[src/rtl/pc_sequencer.sv]
// Program-counter owner: fetch handshake plus next-PC select.
// Optional return-address stack compiled in with PC_RAS_EN.
module pc_sequencer #(
  parameter int AW = 8,
  parameter logic [AW-1:0] RESET_PC = '0,
  parameter int RAS_DEPTH = 4
) (
  input  logic          clk,
  input  logic          rst,
  input  logic          run,
  input  logic [1:0]    sel,
  input  logic          sel_valid,
  input  logic [AW-1:0] offset,
  input  logic [AW-1:0] target,
  input  logic          call,
  output logic          imem_req,
  output logic [AW-1:0] imem_addr,
  input  logic          imem_ack,
  output logic          instr_valid,
  output logic [AW-1:0] pc,
  output logic          ras_err
);

  typedef enum logic [1:0] {
    IDLE   = 2'd0,
    FETCH  = 2'd1,
    DECODE = 2'd2
  } state_t;

  state_t        state_q, state_d;
  logic [AW-1:0] pc_q, pc_d;
  logic          iv_q, iv_d;
  logic [AW-1:0] pc_inc;
  logic [AW-1:0] ret_pc;
  logic          consume;

  assign pc_inc    = pc_q + AW'(1);
  assign consume   = (state_q == DECODE) && sel_valid;
  assign imem_req  = (state_q == FETCH);
  assign imem_addr = pc_q;
  assign pc        = pc_q;
  assign instr_valid = iv_q;

`ifdef PC_RAS_EN
  localparam int PW = (RAS_DEPTH > 1) ? $clog2(RAS_DEPTH) : 1;
  localparam int CW = PW + 1;
  localparam logic [CW-1:0] FULL = CW'(RAS_DEPTH);

  logic [AW-1:0] ras_q [RAS_DEPTH];
  logic [AW-1:0] ras_d [RAS_DEPTH];
  logic [PW-1:0] ptr_q, ptr_d;
  logic [CW-1:0] cnt_q, cnt_d;
  logic          err_q, err_d;
  logic          push, pop;

  assign push    = consume && call && (sel == 2'b01 || sel == 2'b10);
  assign pop     = consume && (sel == 2'b11);
  assign ret_pc  = (cnt_q == '0) ? RESET_PC : ras_q[ptr_q - PW'(1)];
  assign ras_err = err_q;

  // Stack update: circular push overwrites oldest when full.
  always_comb begin
    ras_d = ras_q;
    ptr_d = ptr_q;
    cnt_d = cnt_q;
    err_d = 1'b0;
    if (push) begin
      ras_d[ptr_q] = pc_inc;
      ptr_d = ptr_q + PW'(1);
      if (cnt_q == FULL) err_d = 1'b1;
      else cnt_d = cnt_q + CW'(1);
    end else if (pop) begin
      if (cnt_q == '0) begin
        err_d = 1'b1;
      end else begin
        ptr_d = ptr_q - PW'(1);
        cnt_d = cnt_q - CW'(1);
      end
    end
  end

  // Stack registers.
  always_ff @(posedge clk) begin
    if (rst) begin
      ras_q <= '{default: '0};
      ptr_q <= '0;
      cnt_q <= '0;
      err_q <= 1'b0;
    end else begin
      ras_q <= ras_d;
      ptr_q <= ptr_d;
      cnt_q <= cnt_d;
      err_q <= err_d;
    end
  end
`else
  logic unused_call;

  assign unused_call = call;
  assign ret_pc      = pc_q;
  assign ras_err     = 1'b0;
`endif

  // Next-state, next-PC and instr_valid pulse.
  always_comb begin
    state_d = state_q;
    pc_d    = pc_q;
    iv_d    = 1'b0;
    unique case (state_q)
      IDLE: begin
        if (run) state_d = FETCH;
      end
      FETCH: begin
        if (imem_ack) begin
          iv_d    = 1'b1;
          state_d = DECODE;
        end
      end
      DECODE: begin
        if (sel_valid) begin
          unique case (sel)
            2'b00: pc_d = pc_inc;
            2'b01: pc_d = pc_q + offset;
            2'b10: pc_d = target;
            2'b11: pc_d = ret_pc;
          endcase
          state_d = run ? FETCH : IDLE;
        end
      end
      default: state_d = IDLE;
    endcase
  end

  // Core registers.
  always_ff @(posedge clk) begin
    if (rst) begin
      state_q <= IDLE;
      pc_q    <= RESET_PC;
      iv_q    <= 1'b0;
    end else begin
      state_q <= state_d;
      pc_q    <= pc_d;
      iv_q    <= iv_d;
    end
  end

endmodule
[config.mk]
export PLATFORM = sky130hd
export DESIGN_NAME = pc_sequencer
export DESIGN_NICKNAME = d
export VERILOG_FILES = /design/src/rtl/pc_sequencer.sv
export SDC_FILE = /design/constraint.sdc
export NUM_CORES = 1
export LEC_CHECK = 0
export ABC_AREA = 0
export BUFFER_PORTS_ARGS = -buffer_cell sky130_fd_sc_hd__buf_2
export CAP_MARGIN = 40
export CORE_MARGIN = 5
export CORE_UTILIZATION = 45
export CTS_CLUSTER_SIZE = 8
export DETAILED_ROUTE_END_ITERATION = 8
export PLACE_DENSITY_LB_ADDON = 0.25
export SLEW_MARGIN = 25
export SYNTH_ARGS = -nofsm -noshare
export SYNTH_HDL_FRONTEND = slang
export SYNTH_SLANG_ARGS = --single-unit
[constraint.sdc]
create_clock -name clk -period 2.68 [get_ports clk]
set_input_delay 0.536 -clock clk [delete_from_list [all_inputs] [get_ports clk]]
set_output_delay 0.536 -clock clk [all_outputs]
set_load 0.01 [all_outputs]
# Word level (Yosys, flattened, before mapping)
# Cells that the tools add are included.
# classes
n_addsub	2
eq_ne	8
muxes	7
bitwise	2
reduce_logical	5
# op_table
op	count
8-bit one-hot mux with 3 select lines	1
8-bit by 1-bit adder with 8-bit output (second input constant)	1
8-bit adder	1
2-bit == test (second input constant)	3
2-bit two-way mux	3
2-bit one-hot mux with 3 select lines	1
3-bit AND reduction	2
2-bit by 1-bit == test with 1-bit output (second input constant)	2
2-bit logical NOT	2
2-bit != test (second input constant)	2
1-bit two-way mux	2
2-bit by 1-bit != test with 1-bit output (second input constant)	1
1-bit inverter	2
2-bit OR reduction	1
# totals
ff_bits	11
in_bits	24
out_inout_bits	19
wordCells	27

# Depth between registers and ports, before layout
# Gate-level depths: netlist of the first run.
# logic_depth
depth_word	3
mapped_depth	11
mapped_depth_nobuf	11

# Worst setup path before layout of the first run
# OpenSTA, ideal clock, no wires.
# synth_timing
path_kind	input port to flip-flop
start	in sel[0]
end	reg pc_q[4] (netlist: imem_addr[4])
setup_ps	91
arrival_ps	2176
required_ps	2589
path_slack_ps	413
stages	11
n_path_buf	0
path_cell_list	nor2b_4 or2b_1 ha_1 inv_1 fa_1 nor2b_1 o21ai_0 nor2b_1 xnor2_1 nand2_1 a311oi_1
# synth_between
elab_chain_len	3
elab_cells_between_ends	7
cone_classes	3 x eq/ne; 1 x mux; 1 x bitwise; 2 x reduce/logical
# synth_rtl
item	line	text
start: declaration	11	input logic [1:0] sel,
2-bit == test	121	unique case (sel)
1-bit inverter (no line)	n/a	
3-bit AND reduction (no line)	n/a	
end signal: assignment	142	pc_q <= pc_d;
end: declaration	31	logic [AW-1:0] pc_q, pc_d;
# Parallel ways exist; a longest one is shown, timed or not.
# A chain may end at the register's enable or synchronous reset.

# Worst setup path in the final report of the first run
# Ends and elaborated chain as after synthesis.

==> flow_metrics.env, run 1 <==
export IMPL_outcome="completed"
export IMPL_p_sw_share_pct=29.4
export IMPL_ff2ff_setup_slack_ns=0.55
export IMPL_clock_fmax_mhz=408
export IMPL_grt_max_degree=14
export IMPL_track_usage_pct=14.4
export IMPL_syn2layout_area_growth_pct=19.7
export IMPL_synth_cell_types=36
export IMPL_clkSinkCount=11
export IMPL_hold_ws_ns=0.512
export IMPL_ys_seq_area_share_pct=23.2
export IMPL_num_nets_final=185
export IMPL_startpoint_type="primary input"
export IMPL_mappedNetlistArea_um2=948
export IMPL_switching_power_uw=111
export IMPL_dieHeight_um=55.9
export IMPL_fp_row_count=16
export IMPL_clkSlewWorstSetupHoldPaths_ns=0.08
export IMPL_maxSlewHeadroom_pct=50.2
export IMPL_antenna_found_initial=0
export IMPL_portBuffers=40
export IMPL_cts_root_buf="clkbuf_4"
export IMPL_wl_met2_um=1120
export IMPL_setup_violations_final=0
export IMPL_synthFlopType="dfxtp_1"
export IMPL_worst_pin_slew_ns=0.746
export IMPL_n_antenna_cell=0
export IMPL_finalCriticalPeriod_ns=2.45
export IMPL_synth_nets=151
export IMPL_ys_ff_latch=11
export IMPL_die_w_um=55.9
export IMPL_dr_pass1_iters=6
export IMPL_p_per_area_nw_per_um2=334
export IMPL_drive_above_1_share_pct=36.8
export IMPL_grt_pass1_vias=914
export IMPL_power_frac_clock_pct=31.0
export IMPL_pwr_share_comb_pct=23.1
export IMPL_p_leak_uw=0.000562
export IMPL_cp_end_kind="flop"
export IMPL_synth_edf_count=0
export IMPL_finalHoldViolCount=0
export IMPL_overflow=0
export IMPL_place_congestion=0.783
export IMPL_hpwl_um=1780
export IMPL_highest_layer="met3"
export IMPL_h_tree_depth=1
export IMPL_start_util_pct=47.9
export IMPL_synth_async_reset_ratio_pct=0
export IMPL_crit_arrival_ns=2.62
export IMPL_ctsResizeCount=0
export IMPL_worst_path_max_fanout=8
export IMPL_core_region_area_um2=1980
export IMPL_fin_ws_ns=0.231
export IMPL_vias=926
export IMPL_drtAntennaViolNets=0
export IMPL_ir_drop_uv=186
export IMPL_numCtsBuffers=3
export IMPL_path_class="primary input to flop"
export IMPL_first_iter_violations=17
export IMPL_place_ws_ns=-0.0653
export IMPL_drc=0
export IMPL_vias_per_cell=5.17
export IMPL_hold_buffers=0
export IMPL_grt_pass1_wl_um=3770
export IMPL_dpl_cell_area_um2=1110
export IMPL_fillers=192
export IMPL_cts_tree="done"
export IMPL_clkLatencyLatePin_ns=0.27
export IMPL_internal_power_uw=268
export IMPL_rsz0062_at_grt="no"
export IMPL_hold_path_class="primary input to flop"
export IMPL_dr_wl_met3_um=185
export IMPL_cts_buffer_depth=2
export IMPL_boundaryPins=43
export IMPL_fin_area_um2=1130
export IMPL_drv_cap=0
export IMPL_finalClockSkew_ns=0.00618
export IMPL_tns_ns=0
export IMPL_synth_avg_cell_area_um2=7.97
export IMPL_slew_viol_final=0
export IMPL_seq_power_share_pct=46.0
export IMPL_met1_length_um=959
export IMPL_wl_per_cell_um=12.7
export IMPL_postCtsSetupBuffers=0
export IMPL_synth_cells=119
export IMPL_power_uw=379
export IMPL_required_ns=2.85
export IMPL_die_area_um2=3130
export IMPL_wirelength_um=2270
export IMPL_fin_crit_sh_pct=91.4
export IMPL_yosysWarnings=0
==> flip-flops by register name, indices dropped and copies added (netlist names) <==
signal / cells
imem_addr: 8
state_q: 2
instr_valid: 1
==> power by group through the flow <==
stage	Sequential, uW	Clock, uW	Combinational, uW
finish	174	117	87.6
global route	176	127	97.3
CTS	174	118	88.2
detailed placement	178	0	87.5
global placement	178	0	84.9
floorplan	179	0	56.1
==> cell type report <==
cell class | instances | area [um2] | share of cell area, %
inverters | 3 | 11.3 | 0.992
well taps | 27 | 33.8 | 2.98
multi-input cells | 93 | 636 | 56.0
clock buffers | 4 | 26.3 | 2.32
flip-flops and latches | 11 | 220 | 19.4
repair buffers | 41 | 208 | 18.3
==> metrics by stage <==
step / std cells / utilization, %
final: 179 / 57.3
after global routing: 179 / 57.3
after CTS: 179 / 57.3
after detailed placement: 175 / 55.9
after global placement: 175 / 55.9
after floorplan: 119 / -
==> critical path, cell delays in order <==
cell	delay [ns]
buf_2	0.12
nor2b_4	0.24
or2b_1	0.25
ha_1	0.22
inv_1	0.07
fa_1	0.17
nor2b_1	0.06
o21ai_0	0.23
nor2b_1	0.19
xnor2_1	0.13
nand2_1	0.08
a311oi_1	0.31
==> cells by family after synthesis <==
kind of cell | count (synthesis) | share of synthesized area (%)
xor+xnor | 4 | 4.49
fa+ha+maj | 8 | 11.3
compound gates | 29 | 20.4
buf+inv | 15 | 9.76
simple gates | 51 | 30.3
flops | 11 | 23.2
other cells | 1 | 0.395
==> placed cells by master, fill, tap and decap left out, drive strengths merged <==
cell type   n
dfxtp      11
a21oi       9
a211oi      5
and4b       1
nor2       16
fa          1
nor4b       1
clkbuf      4
buf        41
o21ai       8
nor3b       2
conb        1
ha          7
nand2      13
or2b        1
nor3        2
xnor2       3
nor2b       7
and3b       1
inv         3
xor2        1
or3         1
o21bai      1
nand2b      1
a21o        1
a2bb2oi     1
a311oi      4
and2        5
==> path summary, 6_finish.rpt <==
| path | from | cells after the start | endpoint |
|---|---|---|---|
| worst max-delay path | sel[0] | 12 | imem_addr[4] |
| worst min-delay path | run | 3 | state_q[0] |
| worst max register to register | imem_addr[0] | 9 | imem_addr[4] |
| worst min register to register | imem_addr[2] | 2 | imem_addr[2] |
==> synth_stat cells, types with 2 or more instances <==
cell	count	area, um2
nor2_1	16	60.1
and2_2	5	37.5
a211oi_1	4	30.0
buf_2	2	10.0
a311oi_1	4	35.0
nor3_1	2	10.0
nor2b_1	6	37.5
o21ai_0	6	30.0
nand2_1	12	45.0
xnor2_1	2	17.5
dfxtp_1	11	220
inv_1	3	11.3
buf_4	9	67.6
nor3b_1	2	15.0
a21oi_1	8	40.0
ha_1	7	87.6
==> per-layer routing <==
metal / GRT usage, % / up-vias
li1: - / 468
met4: 3.05 / 0
met3: 3.94 / 0
met1: 16.3 / 422
met2: 26.9 / 36
met5: 0 / -
Note: power is estimated with default switching activity, not from simulation.
==> run 2: changes to the inputs <==
--- a/config.mk
+++ b/config.mk
@@ -9,7 +9,7 @@
 export BUFFER_PORTS_ARGS = -buffer_cell sky130_fd_sc_hd__buf_2
 export CAP_MARGIN = 40
 export CORE_MARGIN = 5
-export CORE_UTILIZATION = 45
+export CORE_UTILIZATION = 35
 export CTS_CLUSTER_SIZE = 8
 export DETAILED_ROUTE_END_ITERATION = 8
 export PLACE_DENSITY_LB_ADDON = 0.25
==> run 2 against run 1 <==
Global-route usage is 1.5 points lower. Via count shrank 0.65%. Design area rose by 1.7%. Clock power rose by 6%. First-iteration DRC count rose by 29%. Highest routed layer is now met4. Worst hold slack worse by 0.0019 ns. Sequential share of layout area down 0.32 points. Clock skew is 0.0027 ns higher. Final cell count is 2.8% higher. Critical path type unchanged. Sequential power barely moved.
==> flow_metrics.env, run 2 (same netlist as run 1, synthesis figures left out) <==
export IMPL_clock_fmax_mhz=429
export IMPL_p_leak_uw=0.000572
export IMPL_dr_pass1_iters=4
export IMPL_ff2ff_path_depth=9
export IMPL_finalHoldViolCount=0
export IMPL_finalCriticalPeriod_ns=2.33
export IMPL_drc=0
export IMPL_clkSlewWorstSetupHoldPaths_ns=0.08
export IMPL_power_frac_clock_pct=32.0
export IMPL_final_cell_mix="40 x buf_2, 16 x nor2_1, 12 x nand2_1, 11 x dfxtp_1, 8 x a21oi_1"
export IMPL_syn2layout_area_growth_pct=21.6
export IMPL_setup_violations_final=0
export IMPL_ff2ff_setup_slack_ns=0.63
export IMPL_max_stage_delay_ns=0.38
export IMPL_num_nets_final=187
export IMPL_p_sw_share_pct=30.3
export IMPL_drtAntennaViolNets=0
export IMPL_finalClockSkew_ns=0.00892
export IMPL_n_antenna_cell=0
export IMPL_crit_arrival_ns=2.53
export IMPL_fin_crit_sh_pct=87.0
export IMPL_h_tree_depth=1
export IMPL_cts_root_buf="clkbuf_4"
export IMPL_fin_cells=184
export IMPL_final_common_cell="buf_2"
export IMPL_grt_max_degree=14
export IMPL_use_met3_pct=2.07
export IMPL_die_w_um=62.1
export IMPL_grt_busiest_layer="met2"
export IMPL_drive_above_1_share_pct=37.7
export IMPL_wl_per_cell_um=12.6
export IMPL_grt_pass1_vias=853
export IMPL_p_per_area_nw_per_um2=336
export IMPL_die_area_um2=3850
export IMPL_crit_family="adder cells"
export IMPL_ir_drop_uv=158
export IMPL_rsz0062_at_grt="no"
export IMPL_ctsResizeCount=0
export IMPL_cpMaxStageDelayCell="fa_1"
export IMPL_dieHeight_um=62.1
export IMPL_start_util_pct=37.3
export IMPL_fp_row_count=18
export IMPL_portBuffers=40
export IMPL_vias=920
export IMPL_dp_cells=180
export IMPL_r2r_end="imem_addr[6]"
export IMPL_cp_end_kind="flop"
export IMPL_drv_cap=0
export IMPL_hold_path_class="primary input to flop"
export IMPL_pwr_share_comb_pct=23.0
export IMPL_largest_register_ffs=8
export IMPL_startpoint_type="primary input"
export IMPL_switching_power_uw=118
export IMPL_grt_pass1_wl_um=3660
export IMPL_path_buf_inv=2
export IMPL_postCtsSetupBuffers=0
export IMPL_met2_usage_pct=21.4
export IMPL_cts_buffer_depth=2
export IMPL_clkSinkCount=11
export IMPL_hold_buffers=0
export IMPL_tns_ns=0
export IMPL_fillers=275
export IMPL_clkLatencyLatePin_ns=0.28
export IMPL_path_class="primary input to flop"
export IMPL_slew_viol_final=0
export IMPL_grt_util_met1_pct=15.9
export IMPL_overflow=0
export IMPL_worstHoldEndpoint="imem_addr[4]"
export IMPL_first_iter_violations=22
export IMPL_antenna_found_initial=0
export IMPL_hpwl_um=1910
export IMPL_internal_power_uw=270
export IMPL_wirelength_um=2320
export IMPL_core_region_area_um2=2540
export IMPL_vias_per_cell=5.00
export IMPL_post_route_util_pct=45.3
export IMPL_crit_chain="buf_2, nor2b_4, or2b_1, ha_1, inv_1, fa_1, nor2b_1, o21ai_0, a21oi_1, nor2_1, xor2_1, a311oi_1"
export IMPL_outcome="completed"
export IMPL_numCtsBuffers=3
export IMPL_boundaryPins=43
export IMPL_min_delay_path_depth=3
export IMPL_worst_path_max_fanout=5
export IMPL_required_ns=2.88
export IMPL_min_from="target[4]"
export IMPL_seq_power_share_pct=45.0
export IMPL_track_usage_pct=13.0
export IMPL_place_congestion=0.871
export IMPL_timing_rr_start="imem_addr[0]"
export IMPL_cts_tree="done"
## run 2: power by group through the flow
stage,Sequential (uW),Combinational (uW),Clock (uW)
2_1_floorplan,179,56.1,0
3_3_place_gp,178,88.1,0
3_5_place_dp,178,90.6,0
4_1_cts,174,90.8,123
5_1_grt,175,100,132
6_report,174,89.3,124
## run 2: worst max path at each step
stage,startpoint,to,slack (ns),cells past startpoint
floorplan,sel[0],imem_addr[4],0.41,11
global placement,sel[0],imem_addr[4],0.1,12
detailed placement,sel[0],imem_addr[4],0.05,12
CTS,sel[0],imem_addr[4],0.34,12
global route,sel[0],imem_addr[4],0.09,12
finish,sel[0],imem_addr[6],0.35,12
## run 2: area by class of cell
type                       count  area, um2  share of cell area, %
timing repair buffer          43        223                   19.3
inverter                       3       11.3                  0.976
tap                           30       37.5                   3.25
clock buffer                   4       26.3                   2.28
multi-input combinational     93        636                   55.1
sequential                    11        220                   19.1
## run 2: metrics by stage
| step | power (uW) | area, um2 | hold WS [ns] | setup WS, ns |
|---|---|---|---|---|
| floorplan | 235 | 948 | 0.522 | 0.413 |
| global placement | 266 | 1130 | 0.511 | 0.0987 |
| detailed placement | 269 | 1130 | 0.525 | 0.0545 |
| CTS | 389 | 1150 | 0.516 | 0.342 |
| global route | 407 | 1150 | 0.526 | 0.0945 |
| finish | 388 | 1150 | 0.510 | 0.347 |
## run 2: metal layers
metal	part of all wire [%]	up-vias
met3	7.1	5
li1	-	477
met2	45	28
met5	0	-
met1	46	410
met4	2.3	0
## run 2: worst min-delay path, stage by stage
cell,delay [ns]
buf_2,0.09
nand2_1,0.05
a311oi_1,0.07
